==> config.mk <==
export PLATFORM = sky130hd
export DESIGN_NAME = btn_cond_flat
export DESIGN_NICKNAME = d
export VERILOG_FILES = /design/src/rtl/btn_cond_if.sv /design/src/rtl/btn_cond.sv /design/src/flat_wrapper.sv
export SDC_FILE = /design/constraint.sdc
export NUM_CORES = 1
export LEC_CHECK = 0
export CORE_ASPECT_RATIO = 0.8
export CORE_MARGIN = 2
export CORE_UTILIZATION = 50
export DETAILED_ROUTE_END_ITERATION = 10
export PLACE_DENSITY = 0.66
export SLEW_MARGIN = 10
export SYNTH_ARGS = -nofsm -noshare
export SYNTH_HDL_FRONTEND = slang
export SYNTH_SLANG_ARGS = --single-unit
==> constraint.sdc <==
create_clock -name i_Clk -period 2.4 [get_ports i_Clk]
set_input_delay 0.36 -clock i_Clk [delete_from_list [all_inputs] [get_ports i_Clk]]
set_output_delay 0.36 -clock i_Clk [all_outputs]
set_load 0.02 [all_outputs]
==> src/rtl/btn_cond_if.sv <==
// rtl/btn_cond_if.sv - button conditioner port bundle: raw buttons in, conditioned events out
interface btn_cond_if;
  logic [2:0] i_nBtn;
  logic [2:0] o_Level;
  logic [2:0] o_Press;
  logic [2:0] o_Release;
  logic [2:0] o_Long;

  modport master (
    output i_nBtn,
    input  o_Level,
    input  o_Press,
    input  o_Release,
    input  o_Long
  );

  modport slave (
    input  i_nBtn,
    output o_Level,
    output o_Press,
    output o_Release,
    output o_Long
  );
endinterface

==> src/rtl/btn_cond.sv <==
// rtl/btn_cond.sv - three-channel push-button conditioner
// Synchronise, debounce, then derive press/release/long-press pulses per channel.
module btn_cond #(
  parameter int DEB_CNT  = 1_000_000,
  parameter int LONG_CNT = 100_000_000
) (
  input  logic        i_Clk,
  input  logic        i_Rst,
  btn_cond_if.slave   btn
);

  localparam int DW = $clog2(DEB_CNT);
  localparam int LW = $clog2(LONG_CNT);
  localparam logic [DW-1:0] DEB_LAST  = DW'(DEB_CNT - 1);
  localparam logic [LW-1:0] LONG_LAST = LW'(LONG_CNT - 1);

  logic [2:0]    sync1_q, sync1_d;
  logic [2:0]    sync2_q, sync2_d;
  logic [2:0]    stable_q, stable_d;
  logic [2:0]    level_q, level_d;
  logic [2:0]    press_q, press_d;
  logic [2:0]    rel_q, rel_d;
  logic [2:0]    long_q, long_d;
  logic [2:0]    fired_q, fired_d;
  logic [DW-1:0] deb_q  [3];
  logic [DW-1:0] deb_d  [3];
  logic [LW-1:0] hold_q [3];
  logic [LW-1:0] hold_d [3];

  always_comb begin
    sync1_d  = btn.i_nBtn;
    sync2_d  = sync1_q;
    stable_d = stable_q;
    fired_d  = fired_q;
    long_d   = '0;
    for (int c = 0; c < 3; c++) begin
      deb_d[c]  = '0;
      hold_d[c] = hold_q[c];
    end

    // A flip needs DEB_CNT consecutive disagreeing cycles; any agreement restarts the count.
    for (int c = 0; c < 3; c++) begin
      if (sync2_q[c] != stable_q[c]) begin
        if (deb_q[c] == DEB_LAST) begin
          stable_d[c] = sync2_q[c];
        end else begin
          deb_d[c] = deb_q[c] + 1'b1;
        end
      end
    end

    level_d = ~stable_d;
    press_d = level_d & ~level_q;
    rel_d   = ~level_d & level_q;

    // A long pulse landing on the release edge is dropped so it never coincides with o_Release.
    for (int c = 0; c < 3; c++) begin
      if (!level_q[c]) begin
        hold_d[c]  = '0;
        fired_d[c] = 1'b0;
      end else if (!fired_q[c]) begin
        if (hold_q[c] == LONG_LAST) begin
          fired_d[c] = 1'b1;
          long_d[c]  = level_d[c];
        end else begin
          hold_d[c] = hold_q[c] + 1'b1;
        end
      end
    end
  end

  always_ff @(posedge i_Clk or negedge i_Rst) begin
    if (!i_Rst) begin
      sync1_q  <= '1;
      sync2_q  <= '1;
      stable_q <= '1;
      level_q  <= '0;
      press_q  <= '0;
      rel_q    <= '0;
      long_q   <= '0;
      fired_q  <= '0;
      for (int c = 0; c < 3; c++) begin
        deb_q[c]  <= '0;
        hold_q[c] <= '0;
      end
    end else begin
      sync1_q  <= sync1_d;
      sync2_q  <= sync2_d;
      stable_q <= stable_d;
      level_q  <= level_d;
      press_q  <= press_d;
      rel_q    <= rel_d;
      long_q   <= long_d;
      fired_q  <= fired_d;
      for (int c = 0; c < 3; c++) begin
        deb_q[c]  <= deb_d[c];
        hold_q[c] <= hold_d[c];
      end
    end
  end

  assign btn.o_Level   = level_q;
  assign btn.o_Press   = press_q;
  assign btn.o_Release = rel_q;
  assign btn.o_Long    = long_q;

endmodule

==> src/flat_wrapper.sv <==
// flat-port wrapper written by rule: the top's interface ports become plain ports
module btn_cond_flat 
#(
  parameter int DEB_CNT  = 1_000_000,
  parameter int LONG_CNT = 100_000_000
)
  (i_Clk, i_Rst, btn_i_nBtn, btn_o_Level, btn_o_Press, btn_o_Release, btn_o_Long);
  btn_cond_if btn_i ();
  input  logic i_Clk;
  input  logic i_Rst;
  input wire logic [$bits(btn_i.i_nBtn)-1:0] btn_i_nBtn;
  output wire logic [$bits(btn_i.o_Level)-1:0] btn_o_Level;
  output wire logic [$bits(btn_i.o_Press)-1:0] btn_o_Press;
  output wire logic [$bits(btn_i.o_Release)-1:0] btn_o_Release;
  output wire logic [$bits(btn_i.o_Long)-1:0] btn_o_Long;
  assign btn_i.i_nBtn = btn_i_nBtn;
  assign btn_o_Level = btn_i.o_Level;
  assign btn_o_Press = btn_i.o_Press;
  assign btn_o_Release = btn_i.o_Release;
  assign btn_o_Long = btn_i.o_Long;
  btn_cond #(.DEB_CNT(DEB_CNT), .LONG_CNT(LONG_CNT)) u_core (.i_Clk(i_Clk), .i_Rst(i_Rst), .btn(btn_i));
endmodule
### Yosys cells after proc, flatten, opt, wreduce, memory -nomap -nowiden

Index checks and enable logic that the tools add are counted.

| operators by class | value |
|---|---|
| add/sub/neg operators | 6 |
| equality and inequality tests | 15 |
| muxes and demuxes | 39 |
| bitwise logic cells | 5 |
| reduce and logical (&&, ||, !) cells | 3 |

Operators by type and width:

| cell | number |
|---|---|
| $mux W27 | 9 |
| $mux W20 | 6 |
| $add A27 B1 Y27 const B | 3 |
| $eq A27 B27 Y1 const B | 3 |
| $add A20 B1 Y20 const B | 3 |
| $eq A20 B20 Y1 const B | 3 |
| $mux W1 | 24 |
| $ne A2 B2 Y1 const B | 6 |
| $not A3 Y3 | 3 |
| $and A3 B3 Y3 | 2 |
| $reduce_and A2 Y1 | 3 |
| $ne A1 B1 Y1 | 3 |

| word-level totals | value |
|---|---|
| register bits | 165 |
| input port bits | 5 |
| output and inout port bits | 12 |
| word-level logic and storage cells | 82 |

### Depth between registers and ports, before layout

| depth | value |
|---|---|
| depth in word-level cells | 7 |
| gate-level depth with buffers | 9 |
| mapped depth without buffers | 7 |

### Worst setup path before layout

OpenSTA, ideal clock, no wires.

| path | value |
|---|---|
| kind | reg2reg |
| from | register u_core.hold_q[27] (netlist bit) |
| to | register u_core.hold_q[34] (netlist bit) |
| library setup time | 69 ps |
| arrival time | 1,908 ps |
| required time | 2,331 ps |
| setup slack | 422 ps |
| cell stages (with the launch flop) | 8 |
| buffers on the path | 0 |
| clock period less this slack | 1,978 ps |
| cell sequence | dfrtp_1 > ha_1 > and4_1 > nand4_1 > o31a_2 > inv_4 > or4b_2 > nand3_1 |

| between the ends | value |
|---|---|
| longest elaborated chain between the ends | 4 |
| elaborated cells on any way between the ends | 7 |
| those cells by class | add/sub (1); eq/ne (2); mux (3); reduce/logical (1) |

Ends and longest elaborated chain:

| element | line | RTL |
|---|---|---|
| start, declared | btn_cond.sv:27 | `logic [LW-1:0] hold_q [3];` |
| start signal, assigned by index | btn_cond.sv:97 | `hold_q[c] <= hold_d[c];` |
| $add A27 B1 Y27 | btn_cond.sv:66 | `hold_d[c] = hold_q[c] + 1'b1;` |
| $mux W27 | btn_cond.sv:62 | `if (hold_q[c] == LONG_LAST) begin` |
| $mux W27 | btn_cond.sv:61 | `end else if (!fired_q[c]) begin` |
| $mux W27 | btn_cond.sv:58 | `if (!level_q[c]) begin` |

Several ways; a longest one is shown, not always the timed one. The select of a mux whose other input is x is not followed.
A chain may end at the register's enable or synchronous reset.

### Worst setup path after layout

| path | value |
|---|---|
| from | register u_core.hold_q[27] (netlist bit) |
| to | register u_core.hold_q[33] (netlist bit) |

The elaborated chain is that of the path after synthesis.

==> flow_summary_export.csv <==
group,metric,value,unit
outcome,outcome,"completed",
finish,final_nets,891,
finish,drive_gt1_frac,0.0941,
sta,slew_violations,0,
routing,ant_nets,0,
clock_network,insertion_delay,0.42,ns
worst_hold_path,hold_class,"primary input to async pin",
floorplanning,dieHeight,119,um
sta,worst_pin_slew,0.726,ns
setup_path,r2r_end,"u_core.hold_q[33]",
synth,syn-mean-instance-area,9.75,um2
sta,rsz0062_at_grt,"false",
sta,setup_viol_count_final,0,
power_and_ir_drop,swShare,0.204,
global_routing,track_usage,0.203,
setup_path,start_kind,"flip-flop",
clock_network,htreeDepth,4,
finish,utilization,0.571,
floorplanning,fp.dieArea,17700,um2
global_routing,grt_pass1_vias,6186,
global_routing,grt_pass1_wl,29.2,mm
setup_path,path_depth,7,
power_and_ir_drop,combPwrFrac,0.020,
global_routing,grt_overflow,0,
power_and_ir_drop,ir_worst_vdd,0.000493,V
floorplanning,die_x,148,um
routing,wl_per_cell,15.3,um
setup_path,cp-end-kind,"flip-flop",
routing,drcViolationCount,0,
placed_design,placed_cells,1080,
floorplanning,initial_utilization,0.507,
setup_path,crit_family,"compound AO/OA/AOI/OAI gates",
power_and_ir_drop,p_clk_frac,0.484,
setup_path,crit_required,2.71,ns
clock_network,clkTransAtPathRegs,0.06,ns
clock_network,cts_made_buffers,17,
finish,n_antenna_cell,0,
routing,viasPerCell,5.79,
sta,hold_viol_final,0,
synth,ys_async_sr_fraction,1.00,
synth,yosysTopAreaCell,"dfrtp_1",
placed_design,gp_congestion,0.860,
synth,netlist_instances,852,
sta,fmax,0.452,GHz
sta,period_needed,2.21,ns
clock_network,tritoncts,"done",
floorplanning,rows,42,
synth,synth_common_cells,"dfrtp_1 (156), nor2_1 (100), nand2_1 (95), nand3_1 (61), xor2_1 (36)",
synth,yosysMostFrequentCell,"dfrtp_1",
sta,maxSlewHeadroom,0.512,
setup_path,cp_cell_sequence,"ha_1 -> and4_1 -> nand4_1 -> o31a_2 -> inv_4 -> nor4b_1 -> a311o_1",
synth,synth_top_area_frac,0.470,
setup_path,max_stage_delay,0.43,ns
clock_network,cts_sinks,165,
sta,skew,0.0105,ns
synth,synth_edf_count,0,
synth,netlist_area,8310,um2
run,drv_cap,0,
synth,yosys_warnings,0,
sta,whs,0.333,ns
power_and_ir_drop,power_density,606,nW/um2
global_routing,antenna_found_initial,0,
setup_path,path_class,"flip-flop to flip-flop",
synth,synth.area.top_cells,"dfrtp_1 (47%), nor2_1 (4.5%), nand2_1 (4.3%)",
power_and_ir_drop,p_switching,1160,uW
floorplanning,io_pins,17,
placed_design,dp_hpwl,11.3,mm
finish,fin_cells,1113,
finish,area_delta_synth_final,12.7,%
synth,synthDistinctLibCells,63,
synth,ys_seq_area_frac,0.498,
sta,fin_tns_setup,0,ns
synth,synth-seq-cells,165,
routing,drt-initial-drc-count,549,
setup_path,path_buf_inv,1,
floorplanning,core,16400,um2
clock_network,clock_path_buffers,2,
placed_design,io_buffers,16,
clock_network,clockRootBuffer,"clkbuf_16",
global_routing,grt_max_degree,61,
power_and_ir_drop,power_frac_seq,0.496,
clock_network,cts_setup_buffers,0,
setup_path,slowest_stage,"o31a_2",
sta,fin_crit_sh,0.921,
setup_path,rrSetupSlack,0.19,ns
setup_path,critPathCapture,"u_core.hold_q[33]",
routing,num_vias,6445,
setup_path,r2r_cells,7,
synth,synth_fp_nets,863,
power_and_ir_drop,power_leakage,0.00400,uW
routing,drtPass1Iterations,6,
synth,ys.flop_type,"dfrtp_1",
setup_path,timing.rr.start,"u_core.hold_q[27]",
setup_path,critPathMaxFanout,28,
setup_path,cp.arrival,2.52,ns
routing,wirelength,17.1,mm
setup_path,worstSetupStartpoint,"u_core.hold_q[27]",
power_and_ir_drop,internal_power,4520,uW
==> area by class of cell <==
cell class,instances,area (um2)
Fill cell,1415,7030
Tap cell,220,275
Inverter,18,70.1
Multi-Input combinational cell,640,3930
Clock inverter,9,126
Clock buffer,23,468
Timing Repair Buffer,38,354
Sequential cell,165,4140
==> timing repair <==
item | 4_1_cts | 5_1_grt
endpoints found under the hold margin | 13 | 0
resized for setup | 0 | 0
hold buffers | 1 | 0
==> placed cells by master, fill, tap and decap left out, types with 5 or more instances in the layout <==
cell type | Yosys | routed
o31ai_1 | 10 | 10
and3_1 | 23 | 23
clkbuf_16 | 0 | 17
and2_1 | 10 | 10
nand4_1 | 28 | 28
dfstp_2 | 9 | 9
or4_1 | 12 | 12
xnor2_1 | 31 | 31
nand4b_1 | 9 | 9
o21ai_0 | 17 | 17
clkdlybuf4s50_1 | 0 | 15
and4_1 | 9 | 9
mux2i_1 | 18 | 18
nor4_1 | 20 | 20
nor2b_1 | 5 | 5
xor2_1 | 36 | 36
inv_1 | 17 | 17
nor2_1 | 100 | 100
nor3_1 | 23 | 23
o211ai_1 | 8 | 8
ha_1 | 6 | 6
a21oi_1 | 15 | 15
nand2_1 | 95 | 95
nor4b_1 | 8 | 8
nand3_1 | 61 | 61
a31oi_1 | 9 | 9
nand2b_1 | 22 | 22
buf_4 | 3 | 19
o41ai_1 | 6 | 6
dfrtp_1 | 156 | 156
==> power groups by stage <==
stage               Combinational [uW]  Clock (uW)  Sequential, uW
finish                             112        2750            2820
global route                       134        2950            2820
CTS                                118        2820            2820
detailed placement                 116           0            2870
global placement                   113           0            2870
floorplan                         36.5           0            2870
==> per-layer routing <==
layer / track usage / share of wire
met1: 0.283 / 0.48
met2: 0.316 / 0.46
met3: 0.0479 / 0.045
met4: 0.0625 / 0.0096
met5: 0 / 0
==> registers in the layout, indices dropped and copies added, names as in the netlist <==
| register | flops |
|---|---|
| u_core.btn.o_Level | 3 |
| u_core.btn.o_Long | 3 |
| u_core.btn.o_Press | 3 |
| u_core.btn.o_Release | 3 |
| u_core.deb_q | 60 |
| u_core.fired_q | 3 |
| u_core.hold_q | 81 |
| u_core.stable_q | 3 |
| u_core.sync1_q | 3 |
| u_core.sync2_q | 3 |
==> stage by stage <==
stage               setup WS [ns]  total power (uW)  area, um2
floorplan                   0.422              2900       8310
global placement            0.282              2980       8760
detailed placement          0.214              2980       8760
CTS                         0.179              5760       9370
global route               0.0374              5900       9370
finish                      0.190              5680       9370
==> how the worst min path moves through the flow <==
stage | start | end | slack [ns] | cells past startpoint
3_5_place_dp | i_Rst | u_core.hold_q[71] | 0.20 | 1
4_1_cts | i_Rst | u_core.hold_q[73] | 0.32 | 2
6_report | i_Rst | u_core.hold_q[64] | 0.33 | 2
2_1_floorplan | i_Rst | u_core.btn.o_Level[0] | 0.06 | 0
3_3_place_gp | i_Rst | u_core.hold_q[71] | 0.20 | 1
5_1_grt | i_Rst | u_core.hold_q[78] | 0.33 | 2
==> logic make-up (layout without fill, tap and decap cells) <==
group                    Yosys count  count (layout)  synth area share
AO/OA/AOI/OAI                     85              85            0.0708
XOR/XNOR                          67              67            0.0706
adder cells (fa/ha/maj)            6               6           0.00903
buffers and inverters             47              88            0.0285
flip-flops                       165             165             0.498
multiplexers                      22              22            0.0271
AND/OR/NAND/NOR                  460             460             0.296
Note: power is estimated with default switching activity, not from simulation.
